`src/rtl/uart_fifo_bridge.sv`:
```
// Memory-mapped UART bridge: CPU bytes queue in a TX FIFO drained by a small FSM; uart RX bytes queue in an RX FIFO.
// Optional CTRL register and registered interrupt output are enabled by UART_BRIDGE_IRQ_EN.
module uart_fifo_bridge #(
    parameter logic [15:0] BASE_ADDR  = 16'hFF40,
    parameter int unsigned DEPTH_LOG2 = 3
) (
    input  logic        clk,
    input  logic        rst_n,
    input  logic [15:0] addr_i,
    input  logic [7:0]  di_i,
    input  logic        we_i,
    output logic [7:0]  do_o,
    output logic [7:0]  tx_data_o,
    output logic        tx_wr_o,
    input  logic        tx_done_i,
    input  logic [7:0]  rx_data_i,
    input  logic        rx_done_i
`ifdef UART_BRIDGE_IRQ_EN
    ,
    output logic        irq_o
`endif
);
    localparam int unsigned DEPTH = 1 << DEPTH_LOG2;
    localparam int unsigned CW    = DEPTH_LOG2 + 1;
    localparam int unsigned PW    = DEPTH_LOG2;

    typedef enum logic [1:0] {
        TX_IDLE  = 2'd0,
        TX_START = 2'd1,
        TX_WAIT  = 2'd2
    } tx_state_e;

    tx_state_e     state_q;
    logic [7:0]    tx_data_q;
    logic          tx_wr_q;
    logic          tx_busy;

    // Register window decode
    logic [15:0]   offs;
    logic          in_win;
    logic          wr_data, wr_stat, wr_pop;

    assign offs    = addr_i - BASE_ADDR;
    assign in_win  = offs < 16'd4;
    assign wr_data = we_i && in_win && (offs[1:0] == 2'd0);
    assign wr_stat = we_i && in_win && (offs[1:0] == 2'd1);
    assign wr_pop  = we_i && in_win && (offs[1:0] == 2'd2);

    logic [7:0]    tx_mem [DEPTH];
    logic [7:0]    rx_mem [DEPTH];
    logic [PW-1:0] tx_wptr_q, tx_wptr_d, tx_rptr_q, tx_rptr_d;
    logic [PW-1:0] rx_wptr_q, rx_wptr_d, rx_rptr_q, rx_rptr_d;
    logic [CW-1:0] tx_cnt_q, tx_cnt_d, rx_cnt_q, rx_cnt_d;
    logic          tx_ovf_q, tx_ovf_d, rx_ovr_q, rx_ovr_d;
    logic          tx_full, tx_empty, tx_push, tx_pop;
    logic          rx_full, rx_empty, rx_push, rx_pop;

    assign tx_full  = (tx_cnt_q == CW'(DEPTH));
    assign tx_empty = (tx_cnt_q == CW'(0));
    assign rx_full  = (rx_cnt_q == CW'(DEPTH));
    assign rx_empty = (rx_cnt_q == CW'(0));

    // Full/empty come from the pre-edge count, so a push into a full FIFO is lost even with a concurrent pop
    assign tx_push  = wr_data && !tx_full;
    assign tx_pop   = (state_q == TX_IDLE) && !tx_empty;
    assign rx_push  = rx_done_i && !rx_full;
    assign rx_pop   = wr_pop && !rx_empty;

    always_comb begin
        tx_wptr_d = tx_wptr_q;
        tx_rptr_d = tx_rptr_q;
        rx_wptr_d = rx_wptr_q;
        rx_rptr_d = rx_rptr_q;
        if (tx_push) tx_wptr_d = tx_wptr_q + PW'(1);
        if (tx_pop)  tx_rptr_d = tx_rptr_q + PW'(1);
        if (rx_push) rx_wptr_d = rx_wptr_q + PW'(1);
        if (rx_pop)  rx_rptr_d = rx_rptr_q + PW'(1);
        tx_cnt_d = tx_cnt_q + CW'(tx_push) - CW'(tx_pop);
        rx_cnt_d = rx_cnt_q + CW'(rx_push) - CW'(rx_pop);
        // Sticky flags: a set in the same cycle as a clear wins
        tx_ovf_d = (wr_data && tx_full) || (tx_ovf_q && !(wr_stat && di_i[4]));
        rx_ovr_d = (rx_done_i && rx_full) || (rx_ovr_q && !(wr_stat && di_i[3]));
    end

    always_ff @(posedge clk or negedge rst_n) begin
        if (!rst_n) begin
            tx_wptr_q <= '0;
            tx_rptr_q <= '0;
            rx_wptr_q <= '0;
            rx_rptr_q <= '0;
            tx_cnt_q  <= '0;
            rx_cnt_q  <= '0;
            tx_ovf_q  <= 1'b0;
            rx_ovr_q  <= 1'b0;
        end else begin
            tx_wptr_q <= tx_wptr_d;
            tx_rptr_q <= tx_rptr_d;
            rx_wptr_q <= rx_wptr_d;
            rx_rptr_q <= rx_rptr_d;
            tx_cnt_q  <= tx_cnt_d;
            rx_cnt_q  <= rx_cnt_d;
            tx_ovf_q  <= tx_ovf_d;
            rx_ovr_q  <= rx_ovr_d;
        end
    end

    // FIFO storage needs no reset; stale entries are never visible through the pointers
    always_ff @(posedge clk) begin
        if (tx_push) tx_mem[tx_wptr_q] <= di_i;
        if (rx_push) rx_mem[rx_wptr_q] <= rx_data_i;
    end

    // TX drain: tx_wr is registered off TX_START, so it lands two edges after the write into an idle bridge
    always_ff @(posedge clk or negedge rst_n) begin
        if (!rst_n) begin
            state_q   <= TX_IDLE;
            tx_data_q <= 8'h00;
            tx_wr_q   <= 1'b0;
        end else begin
            tx_wr_q <= 1'b0;
            case (state_q)
                TX_IDLE: begin
                    if (tx_pop) begin
                        tx_data_q <= tx_mem[tx_rptr_q];
                        state_q   <= TX_START;
                    end
                end
                TX_START: begin
                    tx_wr_q <= 1'b1;
                    state_q <= TX_WAIT;
                end
                TX_WAIT: begin
                    if (tx_done_i) state_q <= TX_IDLE;
                end
                default: state_q <= TX_IDLE;
            endcase
        end
    end

    assign tx_busy   = (state_q != TX_IDLE);
    assign tx_data_o = tx_data_q;
    assign tx_wr_o   = tx_wr_q;

    logic [7:0] ctrl_rd;

`ifdef UART_BRIDGE_IRQ_EN
    logic       wr_ctrl;
    logic [1:0] ctrl_q;
    logic       irq_q;

    assign wr_ctrl = we_i && in_win && (offs[1:0] == 2'd3);

    always_ff @(posedge clk or negedge rst_n) begin
        if (!rst_n) begin
            ctrl_q <= 2'b00;
            irq_q  <= 1'b0;
        end else begin
            if (wr_ctrl) ctrl_q <= di_i[1:0];
            irq_q <= (ctrl_q[0] && !rx_empty) || (ctrl_q[1] && tx_empty && !tx_busy);
        end
    end

    assign ctrl_rd = {6'b000000, ctrl_q};
    assign irq_o   = irq_q;
`else
    assign ctrl_rd = 8'h00;
`endif

    // Read mux, combinational from addr
    always_comb begin
        do_o = 8'h00;
        if (in_win) begin
            case (offs[1:0])
                2'd0:    do_o = rx_empty ? 8'h00 : rx_mem[rx_rptr_q];
                2'd1:    do_o = {3'b000, tx_ovf_q, rx_ovr_q, tx_busy, tx_full, !rx_empty};
                2'd2:    do_o = 8'h00;
                default: do_o = ctrl_rd;
            endcase
        end
    end

endmodule

```
`config.mk`:
```
export PLATFORM = sky130hd
export DESIGN_NAME = uart_fifo_bridge
export DESIGN_NICKNAME = d
export VERILOG_FILES = /design/src/rtl/uart_fifo_bridge.sv
export SDC_FILE = /design/constraint.sdc
export NUM_CORES = 1
export LEC_CHECK = 0
export ABC_AREA = 1
export BUFFER_PORTS_ARGS = -buffer_cell sky130_fd_sc_hd__buf_2
export CORE_ASPECT_RATIO = 0.6
export CORE_MARGIN = 2
export CORE_UTILIZATION = 60
export CTS_CLUSTER_DIAMETER = 150
export DETAILED_ROUTE_END_ITERATION = 7
export PLACE_DENSITY = 0.86
export SYNTH_ARGS = -nofsm -noshare
export SYNTH_HDL_FRONTEND = slang
export SYNTH_SLANG_ARGS = --single-unit
```
`constraint.sdc`:
```
create_clock -name clk -period 2.3 [get_ports clk]
set_input_delay 0.46 -clock clk [delete_from_list [all_inputs] [get_ports clk]]
set_output_delay 0.46 -clock clk [all_outputs]
set_load 0.01 [all_outputs]
```
==> flow_results.org <==
** Timing
- Setup repair after global routing could not meet its margin everywhere.
- Final Setup Violations :: 9
- Rel. slew slack :: 44.38%
- Final number of hold-violating endpoints :: 0
- The final number of max-transition violations was 0.
- For the pin with the worst max-slew slack, the measured transition is 0.8344 ns.
- Clock Skews :: 0.01730 ns
- The routed design could run at a clock period as short as 2.505 ns.
- Period utilisation layout :: 108.9%
- In the post-route analysis, the smallest setup slack over all paths is -0.2049 ns.
- Based on the critical path, the design can be clocked at up to 0.3992 GHz.

** Die
- Die height :: 87.08 um
- The initial utilization of the core area, before any placement, comes to 61.29%.
- The die is 142.5 um wide.
- The die covers 12400 sq um.
- Core region area :: 11260 sq um
- Number of rows created at floorplan :: 30
- I/O pin count :: 54

** Clock network
- TritonCTS built the clock tree.
- After clock tree synthesis, the clock-pin slew on the worst setup and hold paths is 0.08 ns.
- H-Tree Depth :: 4
- Cts bufs inserted :: 17
- Clock tree root driver cell :: clkbuf_16
- CTS saw 161 sinks.
- Clock Path Buffers :: 2
- Worst-Skew Late Latency :: 0.44 ns

** Synth
- Synthesized instance count :: 578
- Most area-hungry cell type in the Yosys netlist :: edfxtp_1
- In this run the cell area of the synthesized design comes to 6902 sq um.
- Counting flops with an async set or reset pin after synthesis yields a share of 20.50%.
- Ranked by total cell area, the synthesized netlist is headed by edfxtp_1 (56%), dfrtp_1 (12%), nor2_1 (4.9%).
- Summed over its instances, the top area cell type makes up 55.69% of the synthesized netlist area.
- Number of nets in the synthesized netlist :: 633
- For this run, the register share of the synthesized area comes to 67.66%.
- The synthesized design contains 128 enable-type register cells.
- The synthesized design contains 161 register bits.
- Leading register cell type out of synthesis :: edfxtp_1
- After synthesis, the mean cell area works out to 11.94 sq um.
- The synthesized netlist contains 32 unique library cells.
- Synth Warn # :: 0

** Route
- Count of antenna-violating nets left after detailed routing :: 0
- For this block, the initial DRC count from the detailed router was 902.
- Wirelength, routed :: 19260 um
- Routed wirelength normalized by instance count :: 23.14 um
- Number of vias in the routed layout :: 5402
- The first detailed-routing pass ran for 5 iterations.
- Via density per instance :: 6.493
- After detailed routing, the number of remaining DRC violations is 0.

** Final layout
- Share of final-layout standard cells stronger than drive strength 1 :: 26.89%
- Area growth from synthesis to layout :: 19.94%
- The library cell used most frequently in the layout, excluding fill and tap cells, is edfxtp_1.
- The repair_antennas step left the layout with diodes totalling 0.
- Once layout is complete, the cells apart from fillers number 832.
- Leading cell types in the layout, fill and taps excluded :: edfxtp_1 (128), nor2_1 (86), nand2_1 (67), buf_2 (53), o21ai_0 (43)
- Fill count :: 619
- In the final design database the tool counted 730 nets.

** Setup path
- Crit-path max FO :: 6
- Across all register-to-register paths, the minimum setup slack is -0.01 ns.
- CP Buf/Inv Count :: 3
- List of cells traversed by the critical path :: buf_6 -> buf_4 -> o21ai_1 -> o211ai_1 -> nand3_2 -> a21oi_2 -> buf_2
- The slowest stage of the critical path belongs to the cell dfrtp_2.
- Crit-path leading delay family :: compound AO/OA/AOI/OAI gates
- Crit path capture type :: output pin
- For the worst flop-to-flop path, the logic depth is 12.
- At the worst endpoint, the required time is 1.84 ns.
- Delay of the slowest cell on the worst path :: 0.49 ns
- STA classifies the critical path startpoint as a flip-flop.
- In this run the critical register-to-register path is launched from rx_cnt_q[3].
- For the worst setup path, the data arrival time is 2.04 ns.
- The worst setup path is of the flip-flop to output pin kind.
- Tracing the worst setup path back leads to its startpoint at rx_rptr_q[0].
- In this run the critical register-to-register path is captured at rx_cnt_q[1].

** Place
- Detailed placement finished with a half-perimeter wire length of 10140 um.
- After detailed placement, the design holds a cell count of 785.
- Buffers placed on the I/O ports in this run total 53.
- Final GP Congestion :: 0.8546

** Global routing
- Global routing used 10.01% of the available met3 tracks.
- Global-route wire length before repair :: 27510 um
- Pin count of the biggest net entering global routing :: 34
- Via count of the first global-routing pass :: 5179
- Met2 track demand over resource :: 46.90%
- Antenna violations before repair :: 0
- Global routing used 39.64% of the available met1 tracks.
- Overall Global Routing Usage :: 30.49%
- Gr ovfl total :: 0
- The layer flagged by global routing as most heavily used is met2.

** Status
- The run finished, with violations left.
- Failing checks :: negative setup slack

** Power
- Power per standard cell area :: 1096 nW/um^2
- VDD sags by at most 0.6695 mV.
- The analysis attributes to cell leakage a power of 0.003262 uW.
- Final Total Pwr :: 9071 uW

** Hold path
- Min-Delay Path Class :: input port to async pin

** Run
- Max Cap Viol :: 0
through the flow:
stage / setup WS [ns] / hold WS [ns] / area [sq um] / util [%] / TNS (ns)
2_1_floorplan: 0.09068 / 0.1644 / 6902 / - / 0
3_3_place_gp: -0.04671 / 0.4574 / 7461 / 66.26 / -0.08864
3_5_place_dp: -0.1902 / 0.4673 / 7461 / 66.26 / -0.3947
4_1_cts: -0.02115 / 0.1292 / 8165 / 72.51 / -0.04153
5_1_grt: -0.2142 / 0.1747 / 8278 / 73.51 / -1.073
6_report: -0.2049 / 0.1215 / 8278 / 73.51 / -0.7752
timing repair:
action                                  4_1_cts  5_1_grt
hold buffers                                  0        0
setup buffers                                 8        6
gates resized for setup                      31       23
endpoints found under the setup margin        8       10
pin swaps                                    11        6
gates cloned                                  2        0
worst max path at each step:
stage,to,slack (ns),cells past startpoint
CTS,do_o[2],-0.02,6
global route,do_o[3],-0.21,9
floorplan,tx_cnt_q[2],0.09,12
finish,do_o[3],-0.20,7
detailed placement,tx_cnt_q[2],-0.19,13
global placement,tx_cnt_q[1],-0.05,13
state kept, by name (all words and copies together), names as in the netlist:
register / cells
rx_cnt_q: 4
rx_mem: 64
rx_ovr_q: 1
rx_rptr_q: 3
rx_wptr_q: 3
state_q: 2
tx_cnt_q: 4
tx_data_o: 8
tx_mem: 64
tx_ovf_q: 1
tx_rptr_q: 3
tx_wptr_q: 3
tx_wr_o: 1
routing by layer:
| layer | up-vias | routed length (um) |
|---|---|---|
| met5 | - | 0 |
| met4 | 0 | 1061 |
| met3 | 125 | 2699 |
| met2 | 529 | 8722 |
| met1 | 2516 | 6773 |
| li1 | 2232 | - |
cell usage after synthesis (2+ instances only):
cell and n:
nand2_2 2, nor2_2 6, o221ai_1 11, nand3_1 21, nand2_1 70, o21ai_1 20, inv_2 6, edfxtp_1 128
nand2_4 2, xor2_1 4, o21ai_0 50, ha_1 16, dfrtp_1 33, o211ai_1 16, fa_1 2, nor2_1 91
nor2_8 2, nand4_1 2, nor2_4 3, buf_4 7, xnor2_1 5, inv_1 43, o22ai_1 11, buf_2 14
a21oi_1 6
report_power, final:
group | total [uW] | internal (uW) | switching, uW
clock network | 2660 | 1410 | 1250
registers | 3860 | 3580 | 279
logic | 2550 | 888 | 1660
worst reg2reg max path, stage by stage, from the launching register on:
cell and delay (ns):
dfrtp_1 0.39, inv_2 0.07, ha_4 0.16, nand3_4 0.09, buf_6 0.10, nand4_1 0.13, nor2_4 0.21, ha_4 0.23
inv_2 0.04, ha_2 0.18, inv_2 0.04, fa_2 0.52, inv_1 0.04
logic make-up (layout without fill, tap and decap cells):
| family | Yosys count | in the layout | share of synthesized area (%) |
|---|---|---|---|
| AOI/OAI and AO/OA | 116 | 116 | 9.844 |
| xor gates and xnor gates | 9 | 9 | 1.142 |
| adders and majority gates | 18 | 18 | 3.481 |
| buffers and inverters | 71 | 181 | 4.496 |
| DFF | 161 | 161 | 67.66 |
| and+or+nand+nor | 203 | 203 | 13.38 |
cell type report:
| type | instances | area (sq um) | share of cell area (%) |
|---|---|---|---|
| multi-input cells | 346 | 2017 | 24.37 |
| flip-flops and latches | 161 | 4674 | 56.47 |
| clock buffers | 17 | 425.4 | 5.139 |
| repair buffers | 100 | 655.6 | 7.920 |
| inverters | 49 | 195.2 | 2.358 |
| clock inverters | 15 | 130.1 | 1.572 |
| well taps | 144 | 180.2 | 2.177 |
Power figures use the tool's default switching activity.
